`src/rtl/acc_drain_if.sv`:
```
// Handshake/bus bundle between acc_drain_ctrl, the top-level controller,
// the accumulator array and the result writeback path.
interface acc_drain_if #(
    parameter int DW     = 32,
    parameter int TILE_W = 3,
    parameter int ROW_W  = 2
);
    logic              start;
    logic              acc_rd_en;
    logic [TILE_W-1:0] acc_rd_tile;
    logic [ROW_W-1:0]  acc_rd_row;
    logic [DW-1:0]     acc_rd_data;
    logic              acc_clr;
    logic              out_valid;
    logic [DW-1:0]     out_data;
    logic              out_last;
    logic              out_ready;
    logic              busy;
    logic              done;

    // Result stream is valid/ready: a word transfers on a cycle with
    // out_valid & out_ready; while out_valid=1 and out_ready=0 the word
    // (out_data, out_last) is held unchanged.
    modport master (
        input  start,
        output acc_rd_en, acc_rd_tile, acc_rd_row,
        input  acc_rd_data,
        output acc_clr,
        output out_valid, out_data, out_last,
        input  out_ready,
        output busy, done
    );

    modport slave (
        output start,
        input  acc_rd_en, acc_rd_tile, acc_rd_row,
        output acc_rd_data,
        input  acc_clr,
        input  out_valid, out_data, out_last,
        output out_ready,
        input  busy, done
    );
endinterface

```
`src/rtl/acc_drain_ctrl.sv`:
```
// Walks every accumulator tile/row, issues single-cycle reads, buffers the
// returned words in a 2-entry FIFO and clears each tile once it has been read.
module acc_drain_ctrl #(
    parameter int N      = 8,
    parameter int ROWS   = 4,
    parameter int DW     = 32,
    parameter int TILE_W = 3,
    parameter int ROW_W  = 2
) (
    input  logic        clk,
    input  logic        rst,
    acc_drain_if.master bus,
    output logic [2:0]  dbg_state
);
    localparam int NUM_TILES = N / 4;
    localparam logic [TILE_W-1:0] LAST_TILE = TILE_W'(NUM_TILES - 1);
    localparam logic [ROW_W-1:0]  LAST_ROW  = ROW_W'(ROWS - 1);

    typedef enum logic [2:0] {
        S_IDLE  = 3'd0,
        S_READ  = 3'd1,
        S_CLEAR = 3'd2,
        S_DRAIN = 3'd3,
        S_DONE  = 3'd4
    } state_t;

    state_t            state_q, state_d;
    logic [TILE_W-1:0] tile_q, tile_d;
    logic [ROW_W-1:0]  row_q, row_d;
    logic              inflight_q, inflight_d;
    logic              inflight_last_q, inflight_last_d;
    logic [DW-1:0]     fifo_data_q [2];
    logic [DW-1:0]     fifo_data_d [2];
    logic [1:0]        fifo_last_q, fifo_last_d;
    logic              wr_ptr_q, wr_ptr_d;
    logic              rd_ptr_q, rd_ptr_d;
    logic [1:0]        count_q, count_d;

    logic       push;
    logic       pop;
    logic       credit_ok;
    logic       issue;
    logic [2:0] occupancy;

    assign push = inflight_q;
    assign pop  = (count_q != 2'd0) && bus.out_ready;

    // Words already buffered plus the one still on its way back from the
    // array, minus the one leaving this cycle, must leave a free FIFO slot.
    assign occupancy = {1'b0, count_q} + {2'b00, inflight_q} - {2'b00, pop};
    assign credit_ok = occupancy < 3'd2;
    assign issue     = (state_q == S_READ) && credit_ok;

    always_comb begin
        state_d         = state_q;
        tile_d          = tile_q;
        row_d           = row_q;
        inflight_d      = issue;
        inflight_last_d = issue && (tile_q == LAST_TILE) && (row_q == LAST_ROW);
        case (state_q)
            S_IDLE: begin
                if (bus.start) begin
                    state_d = S_READ;
                    tile_d  = '0;
                    row_d   = '0;
                end
            end
            S_READ: begin
                if (credit_ok) begin
                    if (row_q == LAST_ROW) begin
                        row_d   = '0;
                        state_d = S_CLEAR;
                    end else begin
                        row_d = row_q + ROW_W'(1);
                    end
                end
            end
            S_CLEAR: begin
                if (tile_q == LAST_TILE) begin
                    state_d = S_DRAIN;
                end else begin
                    tile_d  = tile_q + TILE_W'(1);
                    state_d = S_READ;
                end
            end
            S_DRAIN: begin
                if (pop && bus.out_last) begin
                    state_d = S_DONE;
                end
            end
            S_DONE:  state_d = S_IDLE;
            default: state_d = S_IDLE;
        endcase
    end

    // Read data arrives one cycle after the strobe and is written straight in;
    // the head entry is presented directly (first-word-fall-through).
    always_comb begin
        fifo_data_d = fifo_data_q;
        fifo_last_d = fifo_last_q;
        wr_ptr_d    = wr_ptr_q;
        rd_ptr_d    = rd_ptr_q;
        count_d     = count_q;
        if (push) begin
            fifo_data_d[wr_ptr_q] = bus.acc_rd_data;
            fifo_last_d[wr_ptr_q] = inflight_last_q;
            wr_ptr_d              = ~wr_ptr_q;
        end
        if (pop) begin
            rd_ptr_d = ~rd_ptr_q;
        end
        case ({push, pop})
            2'b10:   count_d = count_q + 2'd1;
            2'b01:   count_d = count_q - 2'd1;
            default: count_d = count_q;
        endcase
    end

    always_ff @(posedge clk or posedge rst) begin
        if (rst) begin
            state_q         <= S_IDLE;
            tile_q          <= '0;
            row_q           <= '0;
            inflight_q      <= 1'b0;
            inflight_last_q <= 1'b0;
            fifo_data_q[0]  <= '0;
            fifo_data_q[1]  <= '0;
            fifo_last_q     <= '0;
            wr_ptr_q        <= 1'b0;
            rd_ptr_q        <= 1'b0;
            count_q         <= '0;
        end else begin
            state_q         <= state_d;
            tile_q          <= tile_d;
            row_q           <= row_d;
            inflight_q      <= inflight_d;
            inflight_last_q <= inflight_last_d;
            fifo_data_q     <= fifo_data_d;
            fifo_last_q     <= fifo_last_d;
            wr_ptr_q        <= wr_ptr_d;
            rd_ptr_q        <= rd_ptr_d;
            count_q         <= count_d;
        end
    end

    assign bus.acc_rd_en   = issue;
    assign bus.acc_rd_tile = tile_q;
    assign bus.acc_rd_row  = row_q;
    assign bus.acc_clr     = (state_q == S_CLEAR);
    assign bus.out_valid   = (count_q != 2'd0);
    assign bus.out_data    = fifo_data_q[rd_ptr_q];
    assign bus.out_last    = fifo_last_q[rd_ptr_q] && (count_q != 2'd0);
    assign bus.busy        = (state_q != S_IDLE);
    assign bus.done        = (state_q == S_DONE);
    assign dbg_state       = state_q;
endmodule

```
`src/flat_wrapper.sv`:
```
// flat-port wrapper written by rule: the top's interface ports become plain ports
module acc_drain_ctrl_flat 
#(
    parameter int N      = 8,
    parameter int ROWS   = 4,
    parameter int DW     = 32,
    parameter int TILE_W = 3,
    parameter int ROW_W  = 2
)
  (clk, rst, dbg_state, bus_start, bus_acc_rd_en, bus_acc_rd_tile, bus_acc_rd_row, bus_acc_rd_data, bus_acc_clr, bus_out_valid, bus_out_data, bus_out_last, bus_out_ready, bus_busy, bus_done);
  acc_drain_if #(.DW(DW), .TILE_W(TILE_W), .ROW_W(ROW_W)) bus_i ();
  input  logic clk;
  input  logic rst;
  output logic [2:0] dbg_state;
  input wire logic [$bits(bus_i.start)-1:0] bus_start;
  output wire logic [$bits(bus_i.acc_rd_en)-1:0] bus_acc_rd_en;
  output wire logic [$bits(bus_i.acc_rd_tile)-1:0] bus_acc_rd_tile;
  output wire logic [$bits(bus_i.acc_rd_row)-1:0] bus_acc_rd_row;
  input wire logic [$bits(bus_i.acc_rd_data)-1:0] bus_acc_rd_data;
  output wire logic [$bits(bus_i.acc_clr)-1:0] bus_acc_clr;
  output wire logic [$bits(bus_i.out_valid)-1:0] bus_out_valid;
  output wire logic [$bits(bus_i.out_data)-1:0] bus_out_data;
  output wire logic [$bits(bus_i.out_last)-1:0] bus_out_last;
  input wire logic [$bits(bus_i.out_ready)-1:0] bus_out_ready;
  output wire logic [$bits(bus_i.busy)-1:0] bus_busy;
  output wire logic [$bits(bus_i.done)-1:0] bus_done;
  assign bus_i.start = bus_start;
  assign bus_acc_rd_en = bus_i.acc_rd_en;
  assign bus_acc_rd_tile = bus_i.acc_rd_tile;
  assign bus_acc_rd_row = bus_i.acc_rd_row;
  assign bus_i.acc_rd_data = bus_acc_rd_data;
  assign bus_acc_clr = bus_i.acc_clr;
  assign bus_out_valid = bus_i.out_valid;
  assign bus_out_data = bus_i.out_data;
  assign bus_out_last = bus_i.out_last;
  assign bus_i.out_ready = bus_out_ready;
  assign bus_busy = bus_i.busy;
  assign bus_done = bus_i.done;
  acc_drain_ctrl #(.N(N), .ROWS(ROWS), .DW(DW), .TILE_W(TILE_W), .ROW_W(ROW_W)) u_core (.clk(clk), .rst(rst), .bus(bus_i), .dbg_state(dbg_state));
endmodule
```
`config.mk`:
```
export PLATFORM = sky130hd
export DESIGN_NAME = acc_drain_ctrl_flat
export DESIGN_NICKNAME = d
export VERILOG_FILES = /design/src/rtl/acc_drain_if.sv /design/src/rtl/acc_drain_ctrl.sv /design/src/flat_wrapper.sv
export SDC_FILE = /design/constraint.sdc
export NUM_CORES = 1
export LEC_CHECK = 0
export ABC_CLOCK_PERIOD_IN_PS = 2920
export BUFFER_PORTS_ARGS = -buffer_cell sky130_fd_sc_hd__buf_2
export CELL_PAD_IN_SITES_DETAIL_PLACEMENT = 1
export CELL_PAD_IN_SITES_GLOBAL_PLACEMENT = 1
export CORE_UTILIZATION = 45
export CTS_BUF_LIST = sky130_fd_sc_hd__clkbuf_4
export DETAILED_ROUTE_END_ITERATION = 8
export PLACE_DENSITY = 0.92
export SYNTH_ARGS = -nofsm -noshare
export SYNTH_HDL_FRONTEND = slang
export SYNTH_SLANG_ARGS = --single-unit
```
`constraint.sdc`:
```
create_clock -name clk -period 2.92 [get_ports clk]
set_clock_uncertainty 0.2 [all_clocks]
set_input_delay 0 -clock clk [delete_from_list [all_inputs] [get_ports clk]]
set_output_delay 0 -clock clk [all_outputs]
set_load 0.05 [all_outputs]
```
==> results.json <==
{
  "status": "complete, no violations",
  "r2r-end": "u_core.bus.acc_rd_row[1]",
  "grt_pass1_vias": 2855,
  "synthCells": 257,
  "startpoint_type": "flip-flop",
  "cts_inserted_buffers": 9,
  "dieArea_sq_um": 8554,
  "dr.pass1.iters": 4,
  "synthSimpleGateAreaFrac": 0.05603,
  "cts-root-buf": "clkbuf_4",
  "syn_nets": 298,
  "core_sq_um": 7807,
  "min_path_type": "input pin to flip-flop",
  "n_fill_cell": 800,
  "ant_nets": 0,
  "grt_setup_unrepaired": "no",
  "hold_viol": 0,
  "start_util": 0.4720,
  "rr_startpoint": "u_core.count_q[0]",
  "cts_tree": "built",
  "min_to": "u_core.fifo_data_q[49]",
  "ys_ff_latch": 80,
  "synth_mux_area_frac": 0.3148,
  "synth_fa_ha_area_frac": 0.01902,
  "wl_per_cell_um": 17.34,
  "fin_nets": 422,
  "antenna_found_initial": 0,
  "min_from": "bus_acc_rd_data[17]",
  "cp.required_ns": 2.72,
  "synth_top_family_by_area": "multiplexers",
  "synth_warnings": 0,
  "pin_count": 82,
  "syn_area_per_cell_sq_um": 14.34,
  "track_usage": 0.2116,
  "fmax_mhz": 360.4,
  "drive_gt1_frac": 0.5558,
  "arrival_ns": 2.57,
  "synth_cell_type_count": 37,
  "end_kind": "output port",
  "holdPathStages": 3,
  "yosysSeqAreaShare": 0.5433,
  "grt_pass1_wl_mm": 13.90,
  "setup_tns_ns": 0,
  "path_clk_slew_ns": 0.13,
  "setup_violations": 0,
  "area_delta_synth_final_pct": 27.57,
  "via_per_inst": 5.179,
  "yosysTopAreaCell": "dfrtp_1",
  "worst_r2r_path_depth": 10,
  "r2r_setup_slack_ns": 0.31,
  "clk_latency_ns": 0.40,
  "syn_area_sq_um": 3685,
  "num_rows": 32,
  "crit_type": "flip-flop to output port",
  "htree_levels": 3,
  "post-route-drc-count": 0,
  "finalCritPeriodShare": 0.9503,
  "grt_max_degree": 39,
  "dp_hpwl_mm": 5.477,
  "clock-sinks": 80,
  "worstPathMaxFanout": 4,
  "vias": 2522,
  "fp.dieW_um": 92.49,
  "yosys.area.top_type_share": 0.5433,
  "synth_compound_area_frac": 0.02037,
  "drtIter0Drc": 53,
  "slew_violations": 0,
  "gr-total-overflow": 0,
  "die_y_um": 92.49,
  "synth_area_leaders": "dfrtp_1, mux2_2, mux2_4",
  "antennaDiodeCount": 0,
  "clock_path_buffers": 2,
  "maxSlewHeadroom": 0.5594,
  "worstMarginPinSlew_ns": 0.6602,
  "portBuffers": 81,
  "synth_xor_area_frac": 0.01188,
  "totalWireLength_mm": 8.443,
  "cap_violations": 0,
  "period_needed_ns": 2.775,
  "finalWeightedCongestion": 0.7832
}
-- layout make-up --
type,count,area (sq um),share of cell area
Timing Repair Buffer,128,870.8,0.1853
Inverter,6,23.77,0.005057
Clock buffer,11,82.58,0.01757
Tap cell,102,127.6,0.02715
Multi-Input combinational cell,156,1570,0.3340
Clock inverter,4,22.52,0.004791
Sequential cell,80,2003,0.4261
-- flip-flops by register name, indices dropped and copies added, names as in the netlist --
signal	cells
u_core.dbg_state	3
u_core.count_q	2
u_core.fifo_data_q	64
u_core.inflight_q	1
u_core.bus.acc_rd_tile	3
u_core.inflight_last_q	1
u_core.wr_ptr_q	1
u_core.bus.acc_rd_row	2
u_core.fifo_last_q	2
u_core.rd_ptr_q	1
-- worst max path at each step --
stage / start / to / cells after the start
2_1_floorplan: u_core.count_q[1] / u_core.bus.acc_rd_row[0] / 9
3_3_place_gp: u_core.count_q[1] / bus_acc_rd_en / 9
3_5_place_dp: u_core.count_q[1] / u_core.bus.acc_rd_row[0] / 9
4_1_cts: u_core.count_q[0] / bus_acc_rd_en / 9
5_1_grt: u_core.count_q[0] / bus_acc_rd_en / 9
6_report: u_core.count_q[0] / bus_acc_rd_en / 9
-- cell usage in the layout, fill, tap and decap left out, types with 2 or more instances in the layout --
cell           count
mux2_2            90
buf_2             80
dfrtp_1           79
dlygate4sd3_1     36
clkbuf_4          11
buf_4             10
nand2_1            8
o21ai_0            6
mux2_1             5
inv_1              5
mux2_4             4
ha_1               4
or2_2              3
mux2i_1            3
xor2_1             3
clkinv_2           3
nor4_1             3
a22o_1             3
xnor2_1            2
nor2_1             2
-- synthesized netlist by cell type, drive strengths merged --
cell type,number
a21oi,1
a22o,3
a31oi,1
and2,2
and3,1
and4b,1
and4bb,1
buf,14
clkbuf,1
dfrtp,80
fa,1
ha,4
inv,6
mux2,99
mux2i,3
nand2,9
nand2b,1
nand3,1
nor2,2
nor2b,2
nor3,2
nor3b,1
nor4,4
o211ai,1
o21ai,6
or2,3
or3,1
or4b,1
xnor2,2
xor2,3
-- kinds of logic (layout without fill, tap and decap cells) --
group,count (synthesis),after routing
xor gates and xnor gates,5,5
and+or+nand+nor,32,32
muxes,102,102
AOI/OAI and AO/OA,12,12
DFF,80,80
adders and majority gates,5,5
buffers and inverters,21,149
-- worst max-delay path, cell delays in order, from the launching register on --
cell	delay (ns)
dfrtp_1	0.42
or2_2	0.34
nand2_4	0.10
or2_2	0.12
inv_1	0.06
fa_2	0.37
xnor2_1	0.16
and2_4	0.17
and4bb_4	0.28
buf_8	0.15
-- per-stage QoR --
step / util / setup WS [ns] / cell area [sq um] / hold WS (ns) / std cells
5_1_grt: 0.6021 / 0.02517 / 4701 / 0.1546 / 487
2_1_floorplan: - / 0.1809 / 3685 / -0.06530 / 257
4_1_cts: 0.5968 / 0.008777 / 4659 / 0.1271 / 483
3_5_place_dp: 0.5353 / 0.3082 / 4179 / -0.08525 / 431
6_report: 0.6021 / 0.1451 / 4701 / 0.1635 / 487
3_3_place_gp: 0.5353 / 0.4204 / 4179 / -0.1085 / 431
-- metal layers --
metal,GRT usage,part of all wire
met1,0.2391,0.40
met2,0.3988,0.55
met3,0.03612,0.037
met4,0.07161,0.012
met5,0,0
-- timing repair --
item / 4_1_cts / 5_1_grt
hold endpoints to repair: 128 / 0
endpoints found under the setup margin: 1 / 1
pin swaps: 0 / 1
hold buffers: 36 / 0
setup buffers: 1 / 4
resized for setup: 3 / 3
Power is left out: the tool's default activity adds up to more than one toggle a clock period on the data nets, which glitch-free logic cannot reach.
